<file path="config.mk">
export PLATFORM = sky130hd
export DESIGN_NAME = mem_stage
export DESIGN_NICKNAME = d
export VERILOG_FILES = /design/src/rtl/mem_stage_pkg.sv /design/src/rtl/mem_stage_load_extend.sv /design/src/rtl/mem_stage.sv
export SDC_FILE = /design/constraint.sdc
export NUM_CORES = 1
export LEC_CHECK = 0
export ABC_AREA = 1
export BUFFER_PORTS_ARGS = -buffer_cell sky130_fd_sc_hd__buf_2
export CORE_MARGIN = 8
export CORE_UTILIZATION = 40
export CTS_CLUSTER_DIAMETER = 150
export DETAILED_ROUTE_END_ITERATION = 8
export PLACE_DENSITY_LB_ADDON = 0.12
export SLEW_MARGIN = 20
export SYNTH_ARGS = -nofsm -noshare
export SYNTH_HDL_FRONTEND = slang
export SYNTH_SLANG_ARGS = --single-unit
</file>
<file path="constraint.sdc">
create_clock -name clk -period 2.4 [get_ports clk]
set_clock_uncertainty 0.15 [all_clocks]
set_input_delay 0.6 -clock clk [delete_from_list [all_inputs] [get_ports clk]]
set_output_delay 0.6 -clock clk [all_outputs]
set_load 0.05 [all_outputs]
</file>
<file path="src/rtl/mem_stage_pkg.sv">
// mem_stage_pkg: shared encodings for the memory-access stage.
//   - datapath widths (address, word, request count, response code)
//   - MEMOP_* op classes from execute
//   - RV32 load/store funct3 encodings
//   - MEM_COUNT_* request sizes and MEM_CODE_* response codes used by
//     memory_interface
//   - funct3_to_count(): funct3 -> request size
//   - stage_state_t: occupancy of the single result slot
package mem_stage_pkg;

  localparam int ADDR_W      = 32;
  localparam int WORD_W      = 32;
  localparam int MEM_COUNT_W = 2;
  localparam int MEM_CODE_W  = 3;
  localparam int MEMOP_W     = 2;

  localparam logic [MEMOP_W-1:0] MEMOP_NONE  = 2'd0;
  localparam logic [MEMOP_W-1:0] MEMOP_LOAD  = 2'd1;
  localparam logic [MEMOP_W-1:0] MEMOP_STORE = 2'd2;

  localparam logic [2:0] F3_B  = 3'b000;
  localparam logic [2:0] F3_H  = 3'b001;
  localparam logic [2:0] F3_W  = 3'b010;
  localparam logic [2:0] F3_BU = 3'b100;
  localparam logic [2:0] F3_HU = 3'b101;

  localparam logic [MEM_COUNT_W-1:0] MEM_COUNT_NONE = 2'd0;
  localparam logic [MEM_COUNT_W-1:0] MEM_COUNT_BYTE = 2'd1;
  localparam logic [MEM_COUNT_W-1:0] MEM_COUNT_HALF = 2'd2;
  localparam logic [MEM_COUNT_W-1:0] MEM_COUNT_WORD = 2'd3;

  localparam logic [MEM_CODE_W-1:0] MEM_CODE_NONE       = 3'd0;
  localparam logic [MEM_CODE_W-1:0] MEM_CODE_READ       = 3'd1;
  localparam logic [MEM_CODE_W-1:0] MEM_CODE_WRITE      = 3'd2;
  localparam logic [MEM_CODE_W-1:0] MEM_CODE_MISALIGNED = 3'd3;
  localparam logic [MEM_CODE_W-1:0] MEM_CODE_FAULT      = 3'd4;

  typedef enum logic [1:0] {
    ST_EMPTY = 2'd0,
    ST_RESP  = 2'd1,
    ST_HOLD  = 2'd2
  } stage_state_t;

  // Only funct3[1:0] carries the size; bit 2 is the unsigned flag for loads.
  function automatic logic [MEM_COUNT_W-1:0] funct3_to_count(input logic [2:0] funct3);
    case (funct3[1:0])
      2'b00:   return MEM_COUNT_BYTE;
      2'b01:   return MEM_COUNT_HALF;
      2'b10:   return MEM_COUNT_WORD;
      default: return MEM_COUNT_NONE;
    endcase
  endfunction

endpackage

</file>
<file path="src/rtl/mem_stage_load_extend.sv">
// mem_stage_load_extend: combinational load-data formatter.
//   funct3 : RV32 load funct3 (LB, LH, LW, LBU, LHU)
//   raw    : zero-extended read data from memory_interface
//   ext    : sign- or zero-extended writeback word
module mem_stage_load_extend
  import mem_stage_pkg::*;
(
  input  logic [2:0]        funct3,
  input  logic [WORD_W-1:0] raw,
  output logic [WORD_W-1:0] ext
);

  logic signed [7:0]        byte_s;
  logic signed [15:0]       half_s;
  logic signed [WORD_W-1:0] byte_sx;
  logic signed [WORD_W-1:0] half_sx;

  assign byte_s  = raw[7:0];
  assign half_s  = raw[15:0];
  assign byte_sx = WORD_W'(byte_s);
  assign half_sx = WORD_W'(half_s);

  always_comb begin
    ext = raw;
    case (funct3)
      F3_B:    ext = byte_sx;
      F3_H:    ext = half_sx;
      F3_BU:   ext = {{(WORD_W-8){1'b0}}, raw[7:0]};
      F3_HU:   ext = {{(WORD_W-16){1'b0}}, raw[15:0]};
      default: ext = raw;
    endcase
  end

endmodule

</file>
<file path="src/rtl/mem_stage.sv">
// mem_stage: memory-access stage between execute and writeback.
//   Execute side : i_valid/o_ready handshake, i_op, i_funct3, i_addr,
//                  i_wr_data, i_alu_result, i_rd, i_rd_we, i_flush
//   Memory side  : o_req_* drive memory_interface combinationally in the
//                  accept cycle; i_res_rd_data/i_res_code arrive one cycle later
//   Writeback    : o_valid/i_ready handshake, o_rd, o_rd_we, o_wb_data,
//                  o_exc, o_exc_code
// One op is tracked at a time: it issues on accept, its result is formatted
// from the live response in RESP, and is latched into HOLD if writeback stalls
// because the memory response is gone the following cycle.
module mem_stage
  import mem_stage_pkg::*;
#(
  parameter int REG_ADDR_W = 5
) (
  input  logic                   clk,
  input  logic                   aresetn,
  input  logic                   i_valid,
  output logic                   o_ready,
  input  logic [MEMOP_W-1:0]     i_op,
  input  logic [2:0]             i_funct3,
  input  logic [ADDR_W-1:0]      i_addr,
  input  logic [WORD_W-1:0]      i_wr_data,
  input  logic [WORD_W-1:0]      i_alu_result,
  input  logic [REG_ADDR_W-1:0]  i_rd,
  input  logic                   i_rd_we,
  input  logic                   i_flush,
  output logic [ADDR_W-1:0]      o_req_addr,
  output logic [WORD_W-1:0]      o_req_wr_data,
  output logic [MEM_COUNT_W-1:0] o_req_count,
  output logic                   o_req_wr_en,
  input  logic [WORD_W-1:0]      i_res_rd_data,
  input  logic [MEM_CODE_W-1:0]  i_res_code,
  output logic                   o_valid,
  input  logic                   i_ready,
  output logic [REG_ADDR_W-1:0]  o_rd,
  output logic                   o_rd_we,
  output logic [WORD_W-1:0]      o_wb_data,
  output logic                   o_exc,
  output logic [MEM_CODE_W-1:0]  o_exc_code
);

  stage_state_t state;

  logic accept;
  logic issue;

  logic [MEMOP_W-1:0]    op_p1;
  logic [2:0]            funct3_p1;
  logic [REG_ADDR_W-1:0] rd_p1;
  logic                  rd_we_p1;
  logic [WORD_W-1:0]     alu_p1;

  logic                  rd_we_fmt;
  logic [WORD_W-1:0]     wb_fmt;
  logic                  exc_fmt;
  logic [MEM_CODE_W-1:0] code_fmt;
  logic [WORD_W-1:0]     load_ext;

  logic [REG_ADDR_W-1:0] rd_p2;
  logic                  rd_we_p2;
  logic [WORD_W-1:0]     wb_p2;
  logic                  exc_p2;
  logic [MEM_CODE_W-1:0] code_p2;

  // Stage 0: accept from execute and drive the memory request.
  // Gating with aresetn keeps the request port quiet while reset is held.
  assign o_ready = aresetn && ((state == ST_EMPTY) || (state == ST_RESP && i_ready));
  assign accept  = i_valid && o_ready && !i_flush;
  assign issue   = accept && (i_op == MEMOP_LOAD || i_op == MEMOP_STORE);

  assign o_req_addr    = issue ? i_addr : '0;
  assign o_req_wr_data = issue ? i_wr_data : '0;
  assign o_req_count   = issue ? funct3_to_count(i_funct3) : MEM_COUNT_NONE;
  assign o_req_wr_en   = issue && (i_op == MEMOP_STORE);

  // Stage 1: format the live response against the registered slot.
  mem_stage_load_extend u_load_extend (
    .funct3 (funct3_p1),
    .raw    (i_res_rd_data),
    .ext    (load_ext)
  );

  always_comb begin
    rd_we_fmt = 1'b0;
    wb_fmt    = '0;
    exc_fmt   = 1'b0;
    code_fmt  = MEM_CODE_NONE;
    case (op_p1)
      MEMOP_LOAD: begin
        if (i_res_code == MEM_CODE_READ) begin
          wb_fmt    = load_ext;
          rd_we_fmt = rd_we_p1;
        end else begin
          exc_fmt  = 1'b1;
          code_fmt = i_res_code;
        end
      end
      MEMOP_STORE: begin
        if (i_res_code != MEM_CODE_WRITE) begin
          exc_fmt  = 1'b1;
          code_fmt = i_res_code;
        end
      end
      default: begin
        wb_fmt    = alu_p1;
        rd_we_fmt = rd_we_p1;
      end
    endcase
  end

  always_ff @(posedge clk or negedge aresetn) begin
    if (!aresetn) begin
      state     <= ST_EMPTY;
      op_p1     <= MEMOP_NONE;
      funct3_p1 <= '0;
      rd_p1     <= '0;
      rd_we_p1  <= 1'b0;
      alu_p1    <= '0;
      rd_p2     <= '0;
      rd_we_p2  <= 1'b0;
      wb_p2     <= '0;
      exc_p2    <= 1'b0;
      code_p2   <= MEM_CODE_NONE;
    end else begin
      if (accept) begin
        op_p1     <= i_op;
        funct3_p1 <= i_funct3;
        rd_p1     <= i_rd;
        rd_we_p1  <= i_rd_we;
        alu_p1    <= i_alu_result;
      end
      // Stage 2: capture the formatted result before the response disappears.
      if (state == ST_RESP && !i_ready) begin
        rd_p2    <= rd_p1;
        rd_we_p2 <= rd_we_fmt;
        wb_p2    <= wb_fmt;
        exc_p2   <= exc_fmt;
        code_p2  <= code_fmt;
      end
      if (i_flush) begin
        state <= ST_EMPTY;
      end else begin
        case (state)
          ST_EMPTY: if (accept) state <= ST_RESP;
          ST_RESP: begin
            if (!i_ready)     state <= ST_HOLD;
            else if (!accept) state <= ST_EMPTY;
          end
          ST_HOLD:  if (i_ready) state <= ST_EMPTY;
          default:  state <= ST_EMPTY;
        endcase
      end
    end
  end

  always_comb begin
    o_valid    = 1'b0;
    o_rd       = '0;
    o_rd_we    = 1'b0;
    o_wb_data  = '0;
    o_exc      = 1'b0;
    o_exc_code = MEM_CODE_NONE;
    case (state)
      ST_RESP: begin
        o_valid    = !i_flush;
        o_rd       = rd_p1;
        o_rd_we    = rd_we_fmt;
        o_wb_data  = wb_fmt;
        o_exc      = exc_fmt;
        o_exc_code = code_fmt;
      end
      ST_HOLD: begin
        o_valid    = !i_flush;
        o_rd       = rd_p2;
        o_rd_we    = rd_we_p2;
        o_wb_data  = wb_p2;
        o_exc      = exc_p2;
        o_exc_code = code_p2;
      end
      default: ;
    endcase
  end

endmodule
</file>
== After elaboration in Yosys (flattened, before gate mapping) ==
Cells that the tools add are included.
Cells by class
  equality and inequality tests: 16
  multiplexer cells: 27
  reduce and logical (&&, ||, !) cells: 16
Operators by type and width (count)
  case mux 32 bit (2 select lines): 2
  case mux 32 bit (4 select lines): 1
  2-to-1 mux 32 bit: 3
  2-to-1 mux 2 bit: 6
  case mux 2 bit (3 select lines): 2
  case mux 3 bit (2 select lines): 2
  case mux 5 bit (2 select lines): 1
  equality test 2 x 1 -> 1 bit (second input constant): 4
  equality test 2 bit (second input constant): 4
  case mux 1 bit (2 select lines): 4
  logical AND 1 bit: 7
  equality test 3 x 1 -> 1 bit (second input constant): 2
  equality test 3 bit (second input constant): 2
  2-to-1 mux 3 bit: 2
  inequality test 3 bit (second input constant): 2
  zero test 2 bit: 2
  2-to-1 mux 1 bit: 4
  inequality test 4 bit (second input constant): 1
  zero test 3 bit: 1
  inequality test 3 x 2 -> 1 bit (second input constant): 1
  AND reduction 3 bit: 1
  zero test 1 bit: 2
  logical OR 1 bit: 2
  OR reduction 2 bit: 1
Word-level totals
  register bits: 87
  input bits: 147
  output and inout port bits: 111
  logic and storage cells: 70

== Logic depth before layout (Yosys ltp) ==
  depth after elaboration: 10
  depth in mapped cells: 13
  gate-level depth less buffers: 10

== Hierarchy ==
From an unflattened synthesis, not the netlist that was laid out.
Second synthesis, totals
  cells, all modules: 869
  area, all modules: 5725.5 um^2
By module, submodules not included
  mem_stage: times used 1, cells an instance 799, area an instance 5336.4 um^2, sequential area each 2177.1 um^2
  mem_stage_load_extend: times used 1, cells an instance 70, area an instance 389.1 um^2, sequential area each 0.0 um^2

== Least setup slack after synthesis ==
OpenSTA, ideal clock, no wires.
  path kind: register to output
  start: register state[1]
  end: output port o_req_addr[10]
  arrival time: 2.732 ns
  required time: 1.650 ns
  setup slack: -1.082 ns
  cell stages (with the launch flop): 13
  path buffers: 3
  cell sequence: dfrtp_1 > inv_1 > ha_1 > buf_4 > nand2_2 > a21boi_4 > nand2_2 > nor2_8 > inv_2 > or2_1 > clkbuf_1 > clkbuf_1 > nor2_1
Between the ends
  word-level cells in the longest chain between the ends: 8
  elaborated cells on any way between the ends: 9
  classes of those cells: eq/ne (1); mux (1); reduce/logical (7)
RTL lines
  from (decl): RTL line mem_stage.sv:43  | stage_state_t state;
  from (signal assigned): RTL line mem_stage.sv:114  | state <= ST_EMPTY;
  from (signal assigned): RTL line mem_stage.sv:142  | state <= ST_EMPTY;
  from (signal assigned): RTL line mem_stage.sv:145  | ST_EMPTY: if (accept) state <= ST_RESP;
  equality test 2 x 1 -> 1 bit: RTL line mem_stage.sv:68  | assign o_ready = aresetn && ((state == ST_EMPTY) || (state == ST_RESP && i_ready));
  logical AND 1 bit: RTL line mem_stage.sv:68
  logical OR 1 bit (*): RTL line mem_stage.sv:68
  logical AND 1 bit (*): RTL line mem_stage.sv:68
  net o_ready: RTL line mem_stage.sv:19  | output logic o_ready,
  logical AND 1 bit (*) (2 in series): RTL line mem_stage.sv:69  | assign accept = i_valid && o_ready && !i_flush;
  logical AND 1 bit (*): RTL line mem_stage.sv:70  | assign issue = accept && (i_op == MEMOP_LOAD || i_op == MEMOP_STORE);
  2-to-1 mux 32 bit (*): RTL line mem_stage.sv:72  | assign o_req_addr = issue ? i_addr : '0;
  to (decl): RTL line mem_stage.sv:28  | output logic [ADDR_W-1:0] o_req_addr,
The timed path passes the listed nets; every way through them passes the cells marked *.

== Worst setup path in the final report ==
  start: register state[1]
  end: output port o_req_wr_data[8]
Between the ends
  word-level cells in the longest chain between the ends: 8
  elaborated cells on any way between the ends: 9
  classes of those cells: eq/ne (1); mux (1); reduce/logical (7)
RTL lines
  equality test 2 x 1 -> 1 bit: RTL line mem_stage.sv:68
  logical AND 1 bit: RTL line mem_stage.sv:68
  logical OR 1 bit (*): RTL line mem_stage.sv:68
  logical AND 1 bit (*): RTL line mem_stage.sv:68
  logical AND 1 bit (*) (2 in series): RTL line mem_stage.sv:69
  logical AND 1 bit (*): RTL line mem_stage.sv:70
  2-to-1 mux 32 bit (*): RTL line mem_stage.sv:73  | assign o_req_wr_data = issue ? i_wr_data : '0;
  to (decl): RTL line mem_stage.sv:29  | output logic [WORD_W-1:0] o_req_wr_data,
Mark *: on every way between the ends. The rest lies on a longest branch, timed or not.

==> impl_summary.log <==
[metrics] run status: finished with violations
[metrics] failing checks: negative setup slack
[metrics] final number of max-transition violations: 0
[metrics] DR DRC count: 0
[metrics] post-CTS clock slew at the launch and capture registers of the worst setup and hold paths: 0.06 ns
[metrics] static power due to leakage: 5.37 nW
[metrics] gp weighted congestion: 0.803
[metrics] Syn Area/Cell: 6.48 µm²
[metrics] number of antenna violations at the first check in global routing: 1
[metrics] Die Span X: 132 µm
[metrics] total global routing track utilization: 25.4%
[metrics] Net Count, Synth: 986
[metrics] worst setup path category: reg2out
[metrics] type of element capturing the critical path: output pin
[metrics] first-pass GRT wire length: 35,900 µm
[metrics] via density per instance: 4.99
[metrics] Critical Path Start Type: flop
[metrics] H-tree depth: 3
[metrics] first-pass iteration count of the detailed router: 5
[metrics] shortest clock period the worst path allows after layout: 3.00 ns
[metrics] clock latency at the later pin of the worst-skew pair: 0.34 ns
[metrics] Hold Buf Count CTS: 0
[metrics] number of warning messages in the yosys log: 0
[metrics] worst-path fanout max: 7
[metrics] number of buffers added on ports: 257
[metrics] row count: 42
[metrics] number of CTS-inserted buffers: 9
[metrics] DIE AREA: 0.0174 mm²
[metrics] maximum clock path buffer count: 2
[metrics] Unique masters post-synth: 25
[metrics] largest net degree at the start of global routing: 70
[metrics] number of register bits inferred by synthesis: 87
[metrics] Finished Core Util: 80.6%
[metrics] starting utilization of the core area: 40.8%
[metrics] clk root buf: sky130_fd_sc_hd__clkbuf_16
[metrics] data required time of the worst path: 1.65 ns
[metrics] maximum clock frequency: 0.333 GHz
[metrics] Via Count: 6,795
[metrics] Synth Instances: 831
[metrics] highest-count cells in the layout ignoring fill and taps: sky130_fd_sc_hd__nand2_1, sky130_fd_sc_hd__buf_2, sky130_fd_sc_hd__buf_4
[metrics] total number of nets in the final design: 1,334
[metrics] Post-Place Worst Slack: -0.431 ns
[metrics] Setup WS post-layout: -0.602 ns
[metrics] drt first-iter violations: 458
[metrics] power density cells: 643 mW/mm²
[metrics] final hold violation count: 0
[metrics] clock tree from TritonCTS: built
[metrics] post-layout instance count excluding filler cells: 1,361
[metrics] per-cell routed wire length: 18.0 µm
[metrics] antenna viol nets, final: 0
[metrics] height of the die: 132 µm
[metrics] Data arrival, critical path: 2.25 ns
[metrics] highest ir drop seen on vdd: 0.462 mV
[metrics] worst slew margin relative to its limit: 39.5%
[metrics] Area Overhead vs Synth: 97.5%
[metrics] Placed Instances: 1,285
[metrics] sinks on the clock net: 87
[metrics] core region area: 0.0132 mm²
[metrics] share of final-layout standard cells stronger than drive strength 1: 54.7%
[metrics] transition at the pin with the smallest max-transition slack: 0.907 ns
[metrics] setup repair after global routing missed its margin: true
[metrics] total overflow reported by the global router: 0
[metrics] HPWL reported at the end of detailed placement: 14,000 µm
[metrics] Tightest Hold Check Type: in2async
[metrics] via count of the first global-routing pass: 6,860
[metrics] Final Routed Wirelength: 24,400 µm
[metrics] max-capacitance violation count: 0
[metrics] most frequent standard cell in the layout excluding fill and tap cells: sky130_fd_sc_hd__nand2_1
[metrics] portion of the post-synthesis area used by sequential elements: 40.4%
[metrics] final-report setup violation count: 110
[metrics] fin crit share: 125%
[metrics] I/O Pins: 258
[metrics] netlist area before placement: 0.00538 mm²
registers in the layout, indices dropped and copies added (netlist names):
| register | count |
|---|---|
| state | 2 |
| rd_we_p2 | 1 |
| rd_we_p1 | 1 |
| code_p2 | 3 |
| op_p1 | 2 |
| rd_p1 | 5 |
| wb_p2 | 32 |
| rd_p2 | 5 |
| funct3_p1 | 3 |
| exc_p2 | 1 |
| alu_p1 | 32 |
synthesized netlist by cell type (all sizes together):
cell | instances | area, µm²
dfrtp | 87 | 2180
nand4 | 4 | 25.0
clkbuf | 34 | 128
a21oi | 43 | 215
o21a | 1 | 7.51
nand3 | 26 | 130
clkinv | 2 | 7.51
o2111ai | 1 | 8.76
ha | 8 | 100
nand2 | 382 | 1440
a21boi | 1 | 18.8
nand3b | 1 | 7.51
buf | 13 | 86.3
o21ai | 34 | 170
or2 | 17 | 106
nor2 | 77 | 380
inv | 100 | 375
layer usage:
metal / wire length (µm) / GRT usage (%) / vias to the layer above
met5: 0 / 0 / -
met4: 558 / 7.21 / 0
met3: 1280 / 5.87 / 52
met2: 13000 / 45.3 / 266
met1: 9570 / 29.5 / 3283
li1: - / - / 3194
critical path, cell delays in order, from the launching register on:
cell and delay (ns):
sky130_fd_sc_hd__dfrtp_1 0.38, sky130_fd_sc_hd__inv_2 0.10, sky130_fd_sc_hd__ha_4 0.16, sky130_fd_sc_hd__nand2_4 0.06, sky130_fd_sc_hd__a21boi_4 0.16, sky130_fd_sc_hd__nand2_4 0.09, sky130_fd_sc_hd__nor2_8 0.12, sky130_fd_sc_hd__inv_4 0.05
sky130_fd_sc_hd__or2_4 0.32, sky130_fd_sc_hd__clkbuf_16 0.20, sky130_fd_sc_hd__nor2_4 0.11, sky130_fd_sc_hd__buf_6 0.17
layout make-up:
cell class              instances  area (µm²)
multi-input cells             596        4200
diodes                          1        2.50
well taps                     176         220
clock buffers                  13         250
inverters                     102         393
clock inverters                 3        90.1
fillers                       808        2560
repair buffers                383        3290
flip-flops and latches         87        2180
kinds of logic (layout without fill, tap and decap cells):
family	after synthesis	in the layout	synth area share [%]
buffers and inverters	149	501	11.1
and+or+nand+nor	507	508	38.8
AOI/OAI and AO/OA	80	80	7.81
adders and majority gates	8	8	1.86
DFF	87	87	40.4
other	0	1	0
metrics by stage:
stage	setup TNS, ns	instance area (µm²)	total power [mW]	hold slack (ns)
floorplan	-56.89	6410	3.42	0.154
global placement	-37.83	8280	4.13	0.303
detailed placement	-39.37	8280	4.18	0.309
CTS	-62.23	10000	6.38	0.105
global route	-65.08	10600	7.19	0.123
finish	-56.71	10600	6.83	0.106
power by group:
part           total, mW  leakage [nW]  switching [mW]  internal, mW
combinational       3.03          4.09            1.68          1.34
clock               1.63         0.164           0.584          1.05
sequential          2.17          1.12           0.252          1.92
total               6.83          5.37            2.52          4.31
path summary, 6_finish.rpt:
check                                  from                to  slack, ns  depth (start not counted)
setup / recovery                   state[1]  o_req_wr_data[8]      -0.60                         11
hold / removal                      aresetn        alu_p1[24]       0.11                          2
setup reg to reg                   op_p1[1]          wb_p2[7]       0.06                         16
hold reg to reg                  alu_p1[31]        alu_p1[31]       0.32                          2
max in group asynchronous           aresetn          rd_p2[4]       0.81                          3
min in group clk           i_alu_result[18]        alu_p1[18]       0.30                          3
what timing repair did:
item | CTS | global route
hold endpoints to repair | 0 | 0
setup endpoints to repair | 110 | 117
pin swaps | 47 | 68
gates resized for setup | 282 | 145
cloned | 3 | 4
setup buffers | 58 | 19
Note: power is estimated with default switching activity, not from simulation.
